$ cat config.mk
export PLATFORM = sky130hd
export DESIGN_NAME = serial_adder
export DESIGN_NICKNAME = d
export VERILOG_FILES = /design/src/rtl/serial_adder_pkg.sv /design/src/rtl/full_adder_bit.sv /design/src/rtl/serial_adder.sv
export SDC_FILE = /design/constraint.sdc
export NUM_CORES = 1
export LEC_CHECK = 0
export CAP_MARGIN = 20
export CORE_ASPECT_RATIO = 1.1
export CORE_MARGIN = 4
export CORE_UTILIZATION = 50
export CTS_CLUSTER_DIAMETER = 60
export DETAILED_ROUTE_END_ITERATION = 10
export HOLD_SLACK_MARGIN = 0.1
export PLACE_DENSITY = 0.87
export SYNTH_ARGS = -nofsm -noshare
export SYNTH_HDL_FRONTEND = slang
export SYNTH_SLANG_ARGS = --single-unit
$ cat constraint.sdc
create_clock -name clk -period 1.6 [get_ports clk]
set_input_delay 0.24 -clock clk [delete_from_list [all_inputs] [get_ports clk]]
set_output_delay 0.24 -clock clk [all_outputs]
set_load 0.01 [all_outputs]
$ cat src/rtl/serial_adder_pkg.sv
// Shared types and helpers for the bit-serial adder.
package serial_adder_pkg;

    typedef enum logic [1:0] {
        IDLE  = 2'd0,
        SHIFT = 2'd1,
        DONE  = 2'd2
    } state_t;

    localparam int WIDTH_DEFAULT = 8;

    // Bit counter width; never narrower than one bit.
    function automatic int cnt_width(input int width);
        return (width < 2) ? 1 : $clog2(width);
    endfunction

endpackage

$ cat src/rtl/full_adder_bit.sv
// Single-bit full adder built from two half adders and an OR.
module full_adder_bit (
    input  logic a,
    input  logic b,
    input  logic cin,
    output logic s,
    output logic co
);

    logic h1_s, h1_c, h2_c;

    assign h1_s = a ^ b;
    assign h1_c = a & b;
    assign s    = h1_s ^ cin;
    assign h2_c = h1_s & cin;
    assign co   = h1_c | h2_c;

endmodule

$ cat src/rtl/serial_adder.sv
// Bit-serial adder: LSB-first through one registered full-adder cell over WIDTH cycles.
// Define SERIAL_ADDER_OVF_EN to add the registered signed-overflow output Ovf.
module serial_adder
    import serial_adder_pkg::*;
#(
    parameter int WIDTH = WIDTH_DEFAULT
) (
    input  logic             clk,
    input  logic             rst,
    input  logic             start,
    input  logic [WIDTH-1:0] A,
    input  logic [WIDTH-1:0] B,
    input  logic             Cin,
    output logic             busy,
    output logic             done,
    output logic [WIDTH-1:0] S,
    output logic             Cout
`ifdef SERIAL_ADDER_OVF_EN
    ,
    output logic             Ovf
`endif
);

    localparam int CNT_W = cnt_width(WIDTH);

    state_t           state, state_d;
    logic [WIDTH-1:0] a_sh, b_sh;
    logic [WIDTH-2:0] s_sh;   // lower sum bits; the final bit goes straight to S
    logic [CNT_W-1:0] cnt;
    logic             c;
    logic             s, co;
    logic             last;

    full_adder_bit u_cell (
        .a   (a_sh[0]),
        .b   (b_sh[0]),
        .cin (c),
        .s   (s),
        .co  (co)
    );

    assign last = (cnt == CNT_W'(WIDTH - 1));

    // NOTE: every output of a combinational block gets a default first, so no path leaves it unassigned and infers a latch.
    always_comb begin
        state_d = state;
        case (state)
            IDLE:    if (start) state_d = SHIFT;
            SHIFT:   if (last)  state_d = DONE;
            DONE:    state_d = IDLE;
            default: state_d = IDLE;
        endcase
    end

    // NOTE: sequential state uses non-blocking assignments so all registers update together from pre-edge values.
    always_ff @(posedge clk) begin
        if (rst) begin
            state <= IDLE;
            a_sh  <= '0;
            b_sh  <= '0;
            s_sh  <= '0;
            cnt   <= '0;
            c     <= 1'b0;
            busy  <= 1'b0;
            done  <= 1'b0;
            S     <= '0;
            Cout  <= 1'b0;
`ifdef SERIAL_ADDER_OVF_EN
            Ovf   <= 1'b0;
`endif
        end else begin
            state <= state_d;
            case (state)
                IDLE: begin
                    if (start) begin
                        a_sh <= A;
                        b_sh <= B;
                        c    <= Cin;
                        cnt  <= '0;
                        busy <= 1'b1;
                    end
                end
                SHIFT: begin
                    s_sh <= (WIDTH-1)'({s, s_sh} >> 1);
                    a_sh <= a_sh >> 1;
                    b_sh <= b_sh >> 1;
                    c    <= co;
                    if (last) begin
                        S    <= {s, s_sh};
                        Cout <= co;
                        done <= 1'b1;
`ifdef SERIAL_ADDER_OVF_EN
                        // c is the carry into the MSB, co the carry out of it.
                        Ovf  <= c ^ co;
`endif
                    end else begin
                        cnt <= cnt + 1'b1;
                    end
                end
                DONE: begin
                    done <= 1'b0;
                    busy <= 1'b0;
                end
                default: ;
            endcase
        end
    end

endmodule

Word-level counts from Yosys, hierarchy flattened. Index checks and enable logic that the tools add are counted.

Bits in registers: 40. Output and inout port bits: 11. Bits of input ports: 20. Word-level logic and storage cells: 48.

$add $sub $neg: 1. Bitwise operators: 5. Mux-type cells: 16. Eq/ne operators: 6. Reductions and logical operators: 10.

Operator list (number): $pmux 8 s2 (2); $mux 8 (2); $reduce_and 2->1 (5); $mux 3 (2); $ne 2x2->1 const B (3); $pmux 1 s2 (3); $pmux 3 s2 (1); $reduce_bool 2->1 (3); $mux 2 (2); $pmux 2 s2 (1); $add 3x1->3 const B (1); $eq 3x3->1 const B (1); $mux 1 (3); $reduce_and 3->1 (1); $and 1x1->1 (2); $eq 2x1->1 const B (1); $eq 2x2->1 const B (1); $logic_not 2->1 (1); $xor 1x1->1 (2); $or 1x1->1 (1).

Logic depth before layout (Yosys ltp). Gate-level depths: netlist of the first run.

Depth after elaboration: 4. Depth in mapped cells: 6. Mapped depth without buffers: 5.

Hierarchy. From an unflattened synthesis of the first run, not the netlist that was laid out.

Cell total of the unflattened synthesis: 182. Area, all modules: 1759.2 um^2.

By module, submodules not included: serial_adder (area an instance 1739.2 um^2, times used 1, sequential area each 800.8 um^2, cells an instance 181); full_adder_bit (area an instance 20.0 um^2, times used 1, sequential area each 0.0 um^2, cells an instance 1).

Least setup slack after synthesis of the first run. Ideal clock, no wire load.

Path type: register to register. Start point: register cnt[0]. End point: register S[6]. Arrival time: 1.248 ns. Path slack: 0.279 ns. Setup time: 0.073 ns. Data required time: 1.527 ns. Buffers on the path: 2. Cell stages (with the launch flop): 7. Period minus slack after synthesis: 1.321 ns. Path through: dfxtp_1 ha_1 ha_1 buf_2 clkbuf_1 nand3_1 a21oi_1.

Cells in the longest elaborated chain, start to end: 2.

RTL lines: from (decl) (RTL line serial_adder.sv:29) `logic [CNT_W-1:0] cnt;`; from (signal assigned) (RTL line serial_adder.sv:97) `cnt <= cnt + 1'b1;`; $eq 3x3->1 (RTL line serial_adder.sv:42) `assign last = (cnt == CNT_W'(WIDTH - 1));`; $reduce_and 2->1 (no source line); to (signal assigned) (RTL line serial_adder.sv:89) `S <= {s, s_sh};`; to (decl) (RTL line serial_adder.sv:16) `output logic [WIDTH-1:0] S,`.

No other way between the ends. A chain may end at the register's enable or synchronous reset.

Worst setup path in the final report of the first run.
Start point: register busy. End point: output port busy.

RTL lines: from (decl) (RTL line serial_adder.sv:14) `output logic busy,`; from (signal assigned) (RTL line serial_adder.sv:64) `busy <= 1'b0;`; from (signal assigned) (RTL line serial_adder.sv:80) `busy <= 1'b1;`; from (signal assigned) (RTL line serial_adder.sv:102) `busy <= 1'b0;`.

No word-level cell between the ends.

==> reports/summary.log, run 1 <==
[run_status] status finished clean
[critical_path] Critical path buffers and inverters 1
[grt] number of antenna violations at the first check in global routing 0
[grt] GRT met2 Usage 26.21%
[routing] routed wire length 3.325 mm
[power] reported leakage power 0.8202 nW
[critical_path] Crit path max-delay family buffers and inverters
[synth] most frequent cell after synthesis dfxtp_1
[die] Core Footprint 3413 sq um
[critical_path] Startpoint Class flop
[critical_path] crit-path max FO 2
[cells_and_area] Post-Layout Cell Count 258
[synth] synthesized flop and latch total 40
[synth] Synth top cells by count dfxtp_1, mux2i_1, a211oi_2, nor2_2, a21oi_1
[power] power density over the cells 931.3 nW/um^2
[synth] cell area after technology mapping 1812 sq um
[routing] via count normalized by instance count 5.143
[timing] unrepaired setup endpoints after global routing no
[clock_network] hold-fix buffers at CTS 0
[grt] number of global-route vias before repair 1,310
[synth] predominant post-synthesis flop cell dfxtp_1
[synth] synthesized netlist cell count 178
[routing] vias 1,327
[clock_network] buffers inserted during post-CTS setup optimization 0
[grt] busiest layer in global routing met2
[routing] number of design-rule violations left by the first detailed-router iteration 64
[clock_network] total number of clock tree sinks 40
[timing] worst setup skew after layout 10.68 ps
[placement] Post-Place Cells 250
[critical_path] cell-by-cell trace of the critical path clkdlybuf4s50_1
[grt] global-route wire length before repair 5.671 mm
[routing] remaining number of nets flagged by the antenna check after routing 0
[clock_network] H-Tree Level Count 2
[power] largest vdd supply drop 0.0006710 V
[hold_path] path category of the worst min-delay check in2reg
[grt] pin count of the biggest net entering global routing 41
[placement] number of port buffers 30
[power] Final Total Pwr 2.096 mW
[placement] DP Wirelength 2.305 mm
[timing] sum of negative setup slack 0 ps
[synth] nets in the synthesized netlist 201
[grt] met3 routing resource usage after global routing 3.175%
[timing] count of final max-slew check failures 0
[placement] placed cell areas 2156 sq um
[timing] slew at the pin closest to its max-slew limit 420.3 ps
[cells_and_area] signed area change from the synthesized netlist to the final layout 24.24%
[grt] Overflow after GRT 0
[synth] share of the synthesized area in the top cell type 44.20%
[synth] distinct cell type count after synthesis 26
[clock_network] cell chosen for the clock root clkbuf_4
[synth] Post-synth EDFFs 0
[synth] mean instance size in the synthesized netlist 10.18 sq um
[timing] Final setup viols 0
[clock_network] Worst-path clk slew 110 ps
[die] Die X-Extent 65.40 microns
[die] initial core utilization 53.08%
[synth] warnings from Yosys 0
[clock_network] later-pin clock latency in the skew report 350 ps
[routing] post-DR wirelength/cell 12.89 microns
[placement] final estimated routing congestion in global placement 0.7056
[synth] library cell occupying the most area in the post-synthesis netlist dfxtp_1
[routing] remaining design rule violation count 0
[synth] proportion of synthesized chip area in sequential cells 44.20%
[synth] largest cells by area after synthesis dfxtp_1, mux2i_1, a211oi_2, nor2_2, a21oi_1
[cells_and_area] layout cell share with drive strength beyond 1 22.86%
[die] num rows 22
[die] number of ports placed on the die boundary 31
[timing] hold violation count in the final report 0
[timing] slack of the critical path 120.7 ps
[timing] Max transition margin 71.89%
[clock_network] number of resized instances in the post-cts repair step 0
[clock_network] worst-case clock buffer depth 2
[critical_path] Arrival @ worst endpoint 1240 ps
[critical_path] Crit Path Category reg2out
[critical_path] critical path endpoint category primary output
[timing] Min Hold Slack 462.5 ps
[grt] met1 Resource Use GR 18.72%
[flow_run] max-cap violation count 0
[placement] minimum setup slack after placement 134.2 ps
[critical_path] required time of the worst setup path 1360 ps
[timing] timing-limited maximum frequency 676.0 MHz
[die] Die Outline Area 4652 sq um
[routing] drt first pass iters 4
[grt] Global Route Usage Sum 15.48%
[critical_path] cell at the slowest stage of the critical path clkdlybuf4s50_1
[critical_path] stage delay of the slowest cell on the critical path 540 ps
[synth] share of synthesized registers carrying an async set or reset 0%
[timing] period utilisation layout 92.46%
[clock_network] number of CTS-inserted buffers 5
[die] die height 71.13 microns
[cells_and_area] final design instance area without fill 2251 sq um
[cells_and_area] number of antenna diodes 0
[cells_and_area] Final Core Density 65.95%
[timing] crit path time final 1479 ps
[clock_network] CTS tree built
[cells_and_area] number of nets in the final layout 232
[cells_and_area] number of filler instances in the final layout 310
-- flip-flops by register name, indices dropped and copies added, names as in the netlist --
| name | cells |
|---|---|
| busy | 1 |
| c | 1 |
| done | 1 |
| S | 8 |
| cnt | 3 |
| b_sh | 8 |
| Cout | 1 |
| state | 2 |
| a_sh | 8 |
| s_sh | 7 |
-- path summary, 6_finish.rpt --
path	startpoint	endpoint	slack, ps	cells past startpoint
worst min register to register	Cout$_SDFFE_PP0P_	Cout$_SDFFE_PP0P_	470	2
worst max register to register	cnt[0]$_SDFFE_PP0P_	S[1]$_SDFFE_PP0P_	130	5
worst max-delay path	busy$_SDFFE_PP0P_	busy	120	1
worst min-delay path	A[7]	a_sh[7]$_SDFFE_PP0P_	460	3
-- power by group --
group / total [mW] / switching [mW] / leakage, nW / internal, mW
logic: 0.290 / 0.134 / 0.441 / 0.155
registers: 1.08 / 0.0364 / 0.327 / 1.04
clock network: 0.728 / 0.313 / 0.0515 / 0.415
-- cell families (layout without fill, tap and decap cells) --
logic type | Yosys count | after routing | synth area share [%]
buffers and inverters | 17 | 49 | 7.114
multiplexers | 22 | 22 | 12.15
AND/OR/NAND/NOR | 57 | 57 | 15.82
adder cells (fa/ha/maj) | 3 | 3 | 2.486
AO/OA/AOI/OAI | 39 | 39 | 18.23
flip-flops | 40 | 40 | 44.20
-- area by class of cell --
class                   count  area, sq um  share of cell area, %
multi-input cells         121        882.1                  39.19
flip-flops and latches     40        800.8                  35.58
repair buffers             39        405.4                  18.01
clock buffers               7        65.06                  2.890
well taps                  48        60.06                  2.668
clock inverters             1        30.03                  1.334
inverters                   2        7.507                 0.3335
-- metal layers --
metal | up-vias | wire [microns] | share of wire (%)
met5 | - | 0 | 0
met4 | 0 | 49 | 1.5
met3 | 6 | 181 | 5.4
met2 | 27 | 1602 | 48
met1 | 604 | 1491 | 45
li1 | 690 | - | -
-- cell usage in the layout (no fill, tap or decap), types with 2 or more instances in the layout --
| cell type | Yosys | layout |
|---|---|---|
| clkbuf_8 | 0 | 2 |
| nor2b_1 | 2 | 2 |
| a21oi_1 | 14 | 14 |
| nand2_1 | 13 | 13 |
| buf_4 | 4 | 6 |
| nor2_2 | 15 | 15 |
| inv_1 | 2 | 2 |
| nand3_1 | 13 | 13 |
| buf_12 | 2 | 3 |
| a31oi_1 | 3 | 3 |
| a211oi_2 | 15 | 15 |
| nor2_1 | 10 | 10 |
| mux2i_1 | 22 | 22 |
| clkbuf_4 | 0 | 5 |
| o21ai_0 | 3 | 3 |
| nand4_1 | 2 | 2 |
| a211oi_1 | 2 | 2 |
| clkdlybuf4s50_1 | 0 | 30 |
| dfxtp_1 | 40 | 40 |
| ha_1 | 2 | 2 |
Power figures use the tool's default switching activity.
==> inputs of run 2 (changes only) <==
==> constraint.sdc (replaced) <==
create_clock -name clk -period 1.7 [get_ports clk]
set_input_delay 0.255 -clock clk [delete_from_list [all_inputs] [get_ports clk]]
set_output_delay 0.255 -clock clk [all_outputs]
set_load 0.01 [all_outputs]
==> reports/summary.log, run 2 (synthesis gave the netlist of run 1 again) <==
[die] num rows 22 [unchanged]
[routing] remaining number of nets flagged by the antenna check after routing 0 [unchanged]
[routing] via count normalized by instance count 5.254 [+2.1%]
[critical_path] minimum setup slack among reg-to-reg paths 230 ps [+100 ps]
[critical_path] required time of the worst setup path 1440 ps [+80 ps]
[routing] vias 1,345 [+1.4%]
[critical_path] cell at the slowest stage of the critical path clkdlybuf4s50_1
[die] initial core utilization 53.08% [unchanged]
[cells_and_area] final design instance area without fill 2182 sq um [-3.1%]
[critical_path] Arrival @ worst endpoint 1240 ps [about the same]
[die] Core Footprint 3413 sq um [unchanged]
[clock_network] CTS tree built
[critical_path] Critical path buffers and inverters 1 [unchanged]
[timing] Final setup viols 0 [unchanged]
[power] switching power as a share of total power 25.72% [+2.6 points]
[clock_network] later-pin clock latency in the skew report 340 ps [about the same]
[timing] slew at the pin closest to its max-slew limit 391.8 ps [-28.55 ps]
[critical_path] Crit Path Category reg2out
[power] reported leakage power 0.7870 nW [-4.1%]
[routing] drt first pass iters 4 [unchanged]
[timing] sum of negative setup slack 0 ps [unchanged]
[run_status] status finished clean
[placement] DP Wirelength 2.270 mm [-1.5%]
[grt] number of global-route vias before repair 1,373 [+4.8%]
[die] die height 71.13 microns [unchanged]
[cells_and_area] largest registers ranked by flip-flop count S: 8 flops, a_sh: 8 flops, b_sh: 8 flops
[grt] pin count of the biggest net entering global routing 41 [unchanged]
[critical_path] logic depth of the worst register-to-register path 6 [+1]
[hold_path] hold-critical path endpoint S[6]$_SDFFE_PP0P_
[clock_network] hold-fix buffers at CTS 0 [unchanged]
[critical_path] Reg2Reg Launch Point cnt[0]$_SDFFE_PP0P_
[placement] placed cell areas 2136 sq um [-0.93%]
[routing] routed wire length 3.377 mm [+1.6%]
[grt] Overflow after GRT 0 [unchanged]
[clock_network] buffers inserted during post-CTS setup optimization 0 [unchanged]
[critical_path] crit-path max FO 2 [unchanged]
[power] largest vdd supply drop 0.0004906 V [-27%]
[power] internal power contribution 1.273 mW [-21%]
[cells_and_area] Post-Layout Cell Count 256 [-0.78%]
[power] Net Switching 0.4409 mW [-8.8%]
[power] Final Total Pwr 1.714 mW [-18%]
[power] combinational share of power 15.5% [+1.7 points]
[clock_network] Worst-path clk slew 110 ps [about the same]
[timing] Min Hold Slack 465.1 ps [+2.612 ps]
[power] sequential share of power 59.2% [+7.7 points]
[grt] Global Route Usage Sum 15.82% [+0.34 points]
[critical_path] stage delay of the slowest cell on the critical path 540 ps [about the same]
[cells_and_area] number of antenna diodes 0 [unchanged]
[placement] final estimated routing congestion in global placement 0.7234 [+2.5%]
[clock_network] cell chosen for the clock root clkbuf_4
[timing] count of final max-slew check failures 0 [unchanged]
[routing] post-DR wirelength/cell 13.19 microns [+2.4%]
[cells_and_area] Final Core Density 63.93% [-2.0 points]
[clock_network] worst-case clock buffer depth 2 [unchanged]
[timing] Max transition margin 73.80% [+1.9 points]
[die] Die X-Extent 65.40 microns [unchanged]
[clock_network] number of resized instances in the post-cts repair step 0 [unchanged]
[die] number of ports placed on the die boundary 31 [unchanged]
[cells_and_area] number of nets in the final layout 231 [-0.43%]
[hold_path] path category of the worst min-delay check reg2reg
[routing] number of design-rule violations left by the first detailed-router iteration 63 [-1.6%]
[hold_path] worst hold path cell count 2 [-1]
[critical_path] critical path endpoint category primary output
[die] Die Outline Area 4652 sq um [unchanged]
[flow_run] max-cap violation count 0 [unchanged]
[cells_and_area] most common cell after layout, fill and taps aside dfxtp_1
[cells_and_area] layout cell share with drive strength beyond 1 21.63% [-1.2 points]
[placement] Post-Place Cells 249 [-0.40%]
[grt] number of antenna violations at the first check in global routing 0 [unchanged]
[critical_path] Startpoint Class flop
[timing] unrepaired setup endpoints after global routing no
[timing] timing-limited maximum frequency 668.1 MHz
[cells_and_area] signed area change from the synthesized netlist to the final layout 20.44%
[routing] remaining design rule violation count 0 [unchanged]
[cells_and_area] most frequent cells in the layout dfxtp_1, clkdlybuf4s50_1, mux2i_1
[power] power share of the clock group 25.3% [-9.4 points]
[timing] crit path time final 1497 ps
[power] power density over the cells 785.7 nW/um^2 [-16%]
[hold_path] startpoint of the lowest-slack hold path S[6]$_SDFFE_PP0P_
[timing] period utilisation layout 88.05%
[grt] global-route wire length before repair 5.816 mm [+2.6%]
[placement] minimum setup slack after placement 243.0 ps [+108.8 ps]
[placement] number of port buffers 30 [unchanged]
[clock_network] total number of clock tree sinks 40 [unchanged]
[timing] worst setup skew after layout 9.364 ps [-1.317 ps]
[critical_path] Crit path max-delay family buffers and inverters
[clock_network] number of CTS-inserted buffers 5 [unchanged]
[timing] slack of the critical path 203.2 ps [+82.44 ps]
[clock_network] H-Tree Level Count 2 [unchanged]
[critical_path] cell-by-cell trace of the critical path clkdlybuf4s50_1
[timing] hold violation count in the final report 0 [unchanged]
[critical_path] critical register-to-register path endpoint cnt[0]$_SDFFE_PP0P_
==> run 2: metal layers <==
metal	wire length (microns)	global-route usage, %	up-vias
met1	1475	17.49	619
met2	1630	27.11	34
met4	61	6.682	0
li1	-	-	685
met5	0	0	-
met3	210	5.714	7
==> run 2: power groups by stage <==
stage / Clock [mW] / Combinational, mW / Sequential [mW]
after floorplan: 0 / 0.199 / 1.03
after global placement: 0 / 0.260 / 1.04
after detailed placement: 0 / 0.266 / 1.04
after CTS: 0.458 / 0.268 / 1.02
after global routing: 0.498 / 0.289 / 1.02
final: 0.433 / 0.266 / 1.01
==> run 2: how the worst max path moves through the flow <==
stage | startpoint | to | slack (ps) | cells past startpoint
finish | busy$_SDFFE_PP0P_ | busy | 200 | 1
global route | cnt[0]$_SDFFE_PP0P_ | S[0]$_SDFFE_PP0P_ | 70 | 5
CTS | busy$_SDFFE_PP0P_ | busy | 170 | 1
detailed placement | cnt[0]$_SDFFE_PP0P_ | cnt[0]$_SDFFE_PP0P_ | 240 | 6
global placement | start | cnt[0]$_SDFFE_PP0P_ | 260 | 5
floorplan | cnt[0]$_SDFFE_PP0P_ | S[6]$_SDFFE_PP0P_ | 380 | 6
==> run 2: area by class of cell <==
type | instances | area, sq um
Fill cell | 297 | 1231
Multi-Input combinational cell | 121 | 882.1
Sequential cell | 40 | 800.8
Timing Repair Buffer | 38 | 385.4
Tap cell | 48 | 60.06
Clock buffer | 6 | 41.29
Inverter | 2 | 7.507
Clock inverter | 1 | 5.005
==> inputs of run 3 (changes only) <==
==> constraint.sdc (replaced) <==
create_clock -name clk -period 1.7 [get_ports clk]
set_input_delay 0.255 -clock clk [delete_from_list [all_inputs] [get_ports clk]]
set_output_delay 0.255 -clock clk [all_outputs]
set_load 0.005 [all_outputs]
==> results of run 3 <==
Same layout as run 2 (identical final DEF). Status: finished clean.
Main changes from that run: setup slack after layout 203.2 ps -> 233.1 ps; start point of the critical path busy$_SDFFE_PP0P_ -> cnt[0]$_SDFFE_PP0P_; end point of the critical path busy -> cnt[0]$_SDFFE_PP0P_; worst IR drop on VDD 0.0004906 V -> 0.0004905 V
